`config.mk`:
```
export PLATFORM = sky130hd
export DESIGN_NAME = sobel_window_ctrl
export DESIGN_NICKNAME = d
export VERILOG_FILES = /design/src/rtl/sobel_window_ctrl.sv
export SDC_FILE = /design/constraint.sdc
export NUM_CORES = 1
export LEC_CHECK = 0
export ABC_AREA = 1
export CAP_MARGIN = 0
export CORE_ASPECT_RATIO = 1.25
export CORE_MARGIN = 3
export CORE_UTILIZATION = 49
export DETAILED_ROUTE_END_ITERATION = 12
export PLACE_DENSITY = 0.88
export SLEW_MARGIN = 40
export SYNTH_ARGS = -nofsm -noshare
export SYNTH_HDL_FRONTEND = slang
export SYNTH_SLANG_ARGS = --single-unit
export TNS_END_PERCENT = 5
```
`constraint.sdc`:
```
create_clock -name clk -period 2.5 [get_ports clk]
set_clock_uncertainty 0.05 [all_clocks]
set_input_delay 0.25 -clock clk [delete_from_list [all_inputs] [get_ports clk]]
set_output_delay 0.25 -clock clk [all_outputs]
set_load 0.005 [all_outputs]
```
`src/rtl/sobel_window_ctrl.sv`:
```
// Pixel-position sequencer for the 3x3 Sobel window: line-buffer enables/addresses,
// row-bank rotation, window-valid flag and frame-synchronous threshold/mode config.
module sobel_window_ctrl #(
    parameter int LINE_W  = 640,
    parameter int FRAME_H = 480,
    parameter int ADDR_W  = 10
) (
    input  logic              clk,
    input  logic              rst_n,
    input  logic              sof,
    input  logic              pix_valid,
    input  logic              cfg_wr,
    input  logic [7:0]        cfg_thresh,
    input  logic [1:0]        cfg_mode,
    output logic [2:0]        row_shift_en,
    output logic [ADDR_W-1:0] wr_addr,
    output logic [ADDR_W-1:0] rd_addr,
    output logic [1:0]        bank_sel,
    output logic [12:0]       x_pos,
    output logic [12:0]       y_pos,
    output logic              win_valid,
    output logic [7:0]        thresh,
    output logic [1:0]        mode,
    output logic [1:0]        state
);

    localparam logic [12:0] X_LAST = 13'(LINE_W - 1);
    localparam logic [12:0] Y_LAST = 13'(FRAME_H - 1);

    typedef enum logic [1:0] {
        IDLE = 2'd0,
        FILL = 2'd1,
        RUN  = 2'd2
    } state_t;

    state_t      state_q, state_d;
    logic [12:0] nx_q, ny_q;
    logic [1:0]  nbank_q;
    logic [7:0]  sh_thresh_q;
    logic [1:0]  sh_mode_q;

    logic        vld_p0;
    logic        x_end_p0;
    logic [12:0] cx_p0, cy_p0;
    logic [1:0]  cb_p0;

    // Reserved mode encoding collapses to pass-through.
    function automatic logic [1:0] sat_mode(input logic [1:0] m);
        return (m == 2'd3) ? 2'd0 : m;
    endfunction

    // Stage p0: position of the pixel being accepted this cycle (sof restarts at origin).
    always_comb begin
        vld_p0   = pix_valid && ((state_q != IDLE) || sof);
        cx_p0    = sof ? 13'd0 : nx_q;
        cy_p0    = sof ? 13'd0 : ny_q;
        cb_p0    = sof ? 2'd0  : nbank_q;
        x_end_p0 = (cx_p0 == X_LAST);
    end

    always_comb begin
        state_d = state_q;
        if (vld_p0) begin
            if (sof) begin
                state_d = FILL;
            end else begin
                case (state_q)
                    FILL:    if (x_end_p0 && (cy_p0 == 13'd1)) state_d = RUN;
                    RUN:     if (x_end_p0 && (cy_p0 == Y_LAST)) state_d = IDLE;
                    default: state_d = state_q;
                endcase
            end
        end
    end

    always_ff @(posedge clk or negedge rst_n) begin
        if (!rst_n) state_q <= IDLE;
        else        state_q <= state_d;
    end

    always_ff @(posedge clk or negedge rst_n) begin
        if (!rst_n) begin
            nx_q    <= '0;
            ny_q    <= '0;
            nbank_q <= '0;
        end else if (vld_p0) begin
            if (x_end_p0) begin
                nx_q    <= '0;
                ny_q    <= (cy_p0 == Y_LAST) ? 13'd0 : cy_p0 + 13'd1;
                nbank_q <= (cb_p0 == 2'd2) ? 2'd0 : cb_p0 + 2'd1;
            end else begin
                nx_q    <= cx_p0 + 13'd1;
                ny_q    <= cy_p0;
                nbank_q <= cb_p0;
            end
        end
    end

    // Stage p1: registered outputs describing the last accepted pixel.
    always_ff @(posedge clk or negedge rst_n) begin
        if (!rst_n) begin
            row_shift_en <= '0;
            win_valid    <= 1'b0;
            wr_addr      <= '0;
            rd_addr      <= '0;
            x_pos        <= '0;
            y_pos        <= '0;
            bank_sel     <= '0;
        end else begin
            row_shift_en <= vld_p0 ? 3'(3'b001 << cb_p0) : 3'b000;
            win_valid    <= vld_p0 && (cy_p0 >= 13'd2) && (cx_p0 >= 13'd2);
            if (vld_p0) begin
                wr_addr  <= ADDR_W'(cx_p0);
                rd_addr  <= x_end_p0 ? '0 : ADDR_W'(cx_p0 + 13'd1);
                x_pos    <= cx_p0;
                y_pos    <= cy_p0;
                bank_sel <= cb_p0;
            end
        end
    end

    // A write coinciding with sof lands in the shadow only; the old shadow goes live.
    always_ff @(posedge clk or negedge rst_n) begin
        if (!rst_n) begin
            sh_thresh_q <= 8'h13;
            sh_mode_q   <= 2'd0;
            thresh      <= 8'h13;
            mode        <= 2'd0;
        end else begin
            if (cfg_wr) begin
                sh_thresh_q <= cfg_thresh;
                sh_mode_q   <= sat_mode(cfg_mode);
            end
            if (sof) begin
                thresh <= sh_thresh_q;
                mode   <= sh_mode_q;
            end
        end
    end

    assign state = state_q;

endmodule

```
==> impl_results.md, run 1 <==
* Status: completed
* Port Buf Inserts at a little under 80
* Iter 0 DRT Violations at 184
* DR DRC count at 0
* Worst Setup End Kind: flop
* Total core area at between 8000 and 9000 um^2
* Final #Nets at between 600 and 700
* Met3 GRT Util at under 10%
* Die height at ~110 um
* M2 GR Usage at between 40% and 50%
* Top delay family on crit path: buffers and inverters
* Achievable Freq at roughly 470 MHz
* Slowest cell on the critical path: clkdlybuf4s50_1
* Crit path depth at 11
* Largest net degree at the start of global routing at between 60 and 70
* Hold Slack at 352.7 ps
* RSZ-0062 raised after global routing: false
* Critical path class: input pin to flop
* Crit path DAT at approximately 2300 ps
* Clk slew on worst S/H paths at approximately 80 ps
* Total die area at just under 10000 um^2
* Fin. max-slew vios at 0
* H-tree depth at 3
* FF+latch count, synth at 82
* Syn Inst Count at 550
* Ant diodes at 0
* Synth Area per Inst at between 7 and 8 um^2
* CP cell instances: clkdlybuf4s50_1, buf_12, inv_2, nand2_1, nor2_1, buf_4, nand3_1, nor2_1, nand3_1, nand3_1, o21ai_0
* Total congestion overflow at 0
* Yosys warns at 0
* Worst slew pin tran at 541.2 ps
* Hold Path Class: input pin to async pin
* Gr busiest metal: met2
* Slew margin rel. at a little under two thirds
* Peak VDD IR at approximately 0.00042 V
* Netlist cell types at 28
* Setup TNS at 0 ps
* Met1 GRT Util at 25.68%
* TritonRoute pass-1 iters at 4
* Die W at 89.24 um
* Buf/Inv on CP at 4
* Worst-path fanout max at 24
* LEAKAGE at 2.429 nW
* Area of the multi-input gates at roughly 1700 um^2
* Reg area at 2059 um^2
* Initial antenna violation count at 0
* Clock tree from TritonCTS: yes
* Inst Count DP at around 700
* Syn Std Cell Area at 4244 um^2
* Endpoints failing hold at 0
* CP required at 2680 ps
* Total CTS buffers at 9
* Row Count at 37
* Clk sinks at about 80
* Clock buffer depth at 2
* Final HPWL DP at 7786 um
* DRT Wirelength at between 10000 and 15000 um
* CP startpoint kind: input pin
* Post-CTS sizing at 0
* Commonest non-fill, non-tap cell in the layout: nand2_1
* Maxcap violations at 0
* Via count at about 3800
* First-pass GRT wire length at around 18000 um
* Endpoints failing setup at 0
* CP dominant cell by count: nand3_1
* Root buffer cell: clkbuf_8
* Global Route Usage Sum at 22.94%
* Post-Syn Nets at 570
* Fillers at approximately 700
* Most frequent cells in the layout: nand2_1 (159), clkdlybuf4s50_1 (77), dfrtp_1 (76), o21ai_0 (59), inv_1 (57)
* Share of cells above drive strength 1 at about 8.7%
* I/O pin count at 79
* Largest stage delay on the critical path at 440 ps
* Power density cells at around 600 nW/um^2
* Worst-Skew Late Latency at about 360 ps
* Fin crit period at between 2000 and 2500 ps
* Vias in the first global route at 3951
* P&R area growth vs syn at 24.88%
* Tcrit/Tclk final at about 86%
* Routed wire per std cell at 14.36 um
* Sequential area share after synthesis at about half
* Initial Util at approximately 50%
* Reg2reg path depth at 10
* DRT antenna net count at 0
* GP Congestion at between 0.9 and 1
* Vias per cell at 5.313
* Layout Cells excl Fill at slightly above 700
per-layer routing:
metal / share of wire [%] / wire length [um] / vias to the layer above
li1: - / - / 1873
met5: 0 / 0 / -
met3: 4.8 / 496 / 24
met4: 2.3 / 239 / 0
met1: 40 / 4139 / 1811
met2: 53 / 5480 / 123
cell families after synthesis:
kind of cell	synth area share, %
simple gates	27.71
buf+inv	11.26
compound gates	10.20
flops	48.53
fa+ha+maj	1.474
xor+xnor	0.8254
state kept, by name (all words and copies together) (netlist names), 3 cells and up:
| name | flops |
|---|---|
| nx_q | 13 |
| ny_q | 13 |
| row_shift_en | 3 |
| sh_thresh_q | 8 |
| thresh | 8 |
| wr_addr | 9 |
| x_pos | 4 |
| y_pos | 13 |
final timing paths:
kind | startpoint | endpoint | slack [ps]
hold reg to reg | nbank_q[0] | row_shift_en[2] | 410
setup reg to reg | nx_q[0] | nx_q[12] | 460
min in group clk | cfg_thresh[1] | sh_thresh_q[1] | 370
max in group asynchronous | rst_n | ny_q[12] | 1450
setup / recovery | sof | nx_q[9] | 350
hold / removal | rst_n | nx_q[10] | 350
power breakdown:
part	internal [mW]	leakage (nW)	total, mW	switching [mW]
Combinational	0.273	1.23	0.581	0.307
Clock	0.560	0.105	1.04	0.477
Sequential	1.42	1.09	1.50	0.0757
cell type report:
cell class                      count  share of cell area (%)
Clock buffer                        9                   2.337
Clock inverter                      7                   1.771
Inverter                           58                   4.108
Multi-Input combinational cell    370                   32.37
Sequential cell                    82                   38.86
Tap cell                           97                   2.290
Timing Repair Buffer               98                   18.27
through the flow:
stage                     util (%)  setup slack, ps  total power [mW]  area (um^2)
after floorplan                  -            523.2             1.806         4244
after global placement       60.87            83.69             2.076         5072
after detailed placement     60.87            40.58             2.105         5072
after CTS                    63.60            406.6             3.146         5300
after global routing         63.60            190.6             3.283         5300
final                        63.60            352.7             3.115         5300
cells in the mapped netlist:
master    instances  area [um^2]
nor3_2            1        10.01
o21ai_0          59        295.3
dfrtp_1          76         1902
o21ai_2           1        8.760
nor2_4            2        22.52
buf_2             7        35.03
nand4_1          11        68.82
nor3_1            8        40.04
o31ai_2           1        12.51
buf_4            21        157.7
nand2_2           1        6.260
nor2_1           52        195.2
o21ai_1          11        55.05
nand3_1          40        200.2
nor2_2            3        18.77
dfstp_2           6        157.7
inv_2             1        3.750
inv_1            57        214.0
clkbuf_1          9        33.78
xor2_1            4        35.03
nor3b_1           1        7.510
nand2_1         159        596.8
nand3_2           1        10.01
a21oi_1           3        15.01
o22ai_1           6        37.54
buf_6             3        33.78
ha_1              5        62.56
a21oi_2           1        8.760
worst reg2reg max path: stages (launching register included):
cell	delay (ps)
dfrtp_1	400
inv_1	80
nor2_1	130
ha_1	240
nand4_1	160
nor2_1	220
nand3_1	200
nor2_2	180
nand3_1	110
nand3_1	120
nand2_1	60
timing repair:
action / in CTS / in global routing
endpoints found under the hold margin: 33 / 0
buffers inserted: 0 / 0
hold buffers: 1 / 0
setup endpoints to repair: 0 / 0
No activity file was read; power rests on OpenSTA's default activity.
==> run 2: changes to the inputs <==
GPL_ROUTABILITY_DRIVEN = 0   (was default)
==> impl_results.md, run 2 (same netlist as run 1, synthesis figures left out) <==
* Root buffer cell: clkbuf_8 (unchanged)
* Die W at 89.24 um (unchanged)
* DR DRC count at 0 (unchanged)
* Total die area at 9821 um^2 (unchanged)
* Worst Setup End Kind: flop (unchanged)
* Fin crit period at 2125 ps (was 2147 ps)
* Largest net degree at the start of global routing at 61 (was 63)
* Final #Nets at 637 (was 639)
* Total congestion overflow at 0 (unchanged)
* Most frequent cells in the layout: nand2_1 (159), clkdlybuf4s50_1 (77), dfrtp_1 (76), o21ai_0 (59), inv_1 (57) (unchanged)
* Maxcap violations at 0 (unchanged)
* Peak VDD IR at 0.0003660 V (was 0.0004157 V)
* DRT antenna net count at 0 (unchanged)
* Via count at 3943 (was 3831)
* CP required at 2760 ps (was 2680 ps)
* Largest regs: nx_q: 13 flops, ny_q: 13 flops, y_pos: 13 flops (unchanged)
* Endpoints failing setup at 0 (unchanged)
* Logic pwr share at 19.1% (was 18.6%)
* Sw power at 0.8920 mW (was 0.8604 mW)
* CP startpoint kind: input pin (unchanged)
* Achievable Freq at 470.6 MHz (was 465.7 MHz)
* RSZ-0062 raised after global routing: false (unchanged)
* Met3 GRT Util at 6.171% (was 5.576%)
* Clock network power share at 30.7% (was 33.3%)
* Gr busiest metal: met2 (unchanged)
* Clk sinks at 82 (unchanged)
* Slew margin rel. at 54.24% (was 63.81%)
* Final core utilization at 62.91% (was 63.60%)
* Internal power of the cells at 2.085 mW (was 2.255 mW)
* Worst slew pin tran at 686.4 ps (was 541.2 ps)
* Global Route Usage Sum at 21.99% (was 22.94%)
* M2 GR Usage at 37.25% (was 41.25%)
* Total core area at 8333 um^2 (unchanged)
* Row Count at 37 (unchanged)
* Clk slew on worst S/H paths at 80 ps (about the same)
* Hold Path Class: input pin to flop (was input pin to async pin)
* Pwr Total at 2.977 mW (was 3.115 mW)
* Critical path class: input pin to flop (unchanged)
* First-pass GRT wire length at 16940 um (was 17600 um)
* Switch share at 29.96% (was 27.62%)
* Iter 0 DRT Violations at 390 (was 184)
* DRT Wirelength at 10250 um (was 10360 um)
* Clock tree from TritonCTS: yes (unchanged)
* Clock buffer depth at 2 (unchanged)
* Number of setup buffers added after CTS at 0 (unchanged)
* Endpoints failing hold at 0 (unchanged)
* H-tree depth at 3 (unchanged)
* Ant diodes at 0 (unchanged)
* Setup TNS at 0 ps (unchanged)
* Vias in the first global route at 3787 (was 3951)
* Seq pwr share at 50.2% (was 48.1%)
* Worst-Skew Late Latency at 370 ps (was 360 ps)
* Initial antenna violation count at 0 (unchanged)
* Vias per cell at 5.484 (was 5.313)
* I/O pin count at 79 (unchanged)
* LEAKAGE at 2.400 nW (was 2.429 nW)
* Tcrit/Tclk final at 85.00% (was 85.89%)
* Initial Util at 50.93% (unchanged)
* Total CTS buffers at 9 (unchanged)
* Share of cells above drive strength 1 at 8.360% (was 8.654%)
* TritonRoute pass-1 iters at 5 (was 4)
* Final HPWL DP at 7469 um (was 7786 um)
* Fin. max-slew vios at 0 (unchanged)
* Routed wire per std cell at 14.26 um (was 14.36 um)
* Status: completed (unchanged)
* Port Buf Inserts at 78 (unchanged)
* P&R area growth vs syn at 23.53% (was 24.88%)
* Commonest non-fill, non-tap cell in the layout: nand2_1 (unchanged)
* Crit path DAT at 2380 ps (was 2330 ps)
* Met1 GRT Util at 26.17% (was 25.68%)
* Die height at 110.1 um (unchanged)
* Worst-path fanout max at 24 (unchanged)
* Fillers at 683 (was 713)
* Power density cells at 567.9 nW/um^2 (was 587.8 nW/um^2)
## run 2: cell types whose count changed in the layout (fill, tap and decap cells not counted)
cell / delta
bufinv_16: -2
clkinv_2: -2
inv_6: +2
buf_4: -1
clkinv_4: +1
buf_12: -1
clkbuf_8: +1
## run 2: cell type report
cell class	count	area, um^2	area share, %
clock buffer	10	137.6	2.625
clock inverter	6	50.05	0.9547
inverter	58	217.7	4.153
multi-input combinational	370	1715	32.72
sequential	82	2059	39.28
tap	97	121.4	2.315
timing repair buffer	96	940.9	17.95
## run 2: final timing paths
path                          startpoint  slack, ps         endpoint  cells past startpoint
max                                  sof        380         ny_q[10]                     13
max reg2reg                      nx_q[0]        490         ny_q[10]                     12
min in group asynchronous          rst_n        410       wr_addr[8]                      2
max in group asynchronous          rst_n       1400  row_shift_en[1]                      3
min reg2reg                   nbank_q[0]        400  row_shift_en[2]                      1
min                        cfg_thresh[1]        360   sh_thresh_q[1]                      3
## run 2: stage by stage
step,hold slack [ps],instance area (um^2),setup slack (ps),std cells
2_1_floorplan,-95.59,4244,523.2,550
3_3_place_gp,275.9,5045,120.0,702
3_5_place_dp,290.8,5045,46.51,702
4_1_cts,350.9,5243,419.4,719
5_1_grt,361.0,5243,230.3,719
6_report,364.2,5243,375.1,719
## run 2: layer usage
layer	routed length (um)	vias up	share of wire, %
met1	3937	1828	38
met5	0	-	0
li1	-	1874	-
met2	5185	214	51
met4	258	0	2.5
met3	868	27	8.5
## run 2: worst max-delay path, cell delays in order
cell	delay [ps]
clkdlybuf4s50_1	450
buf_12	180
nor2_1	160
ha_1	240
nand3_2	90
nor2_2	120
nand2_1	100
nor2_4	170
buf_4	210
nand2_1	90
o21ai_1	130
nand3_1	90
nand2_1	80
## run 2: repair_timing
| action | in CTS | in global routing |
|---|---|---|
| endpoints found under the hold margin | 47 | 0 |
| endpoints found under the setup margin | 0 | 0 |
| hold buffers | 1 | 0 |
| resized for setup | 0 | 0 |
## run 2: power groups by stage
stage,logic (mW),registers [mW],clock network [mW]
global route,0.635,1.51,0.993
finish,0.569,1.50,0.913
detailed placement,0.564,1.52,0
global placement,0.549,1.52,0
floorplan,0.298,1.51,0
CTS,0.569,1.50,0.931
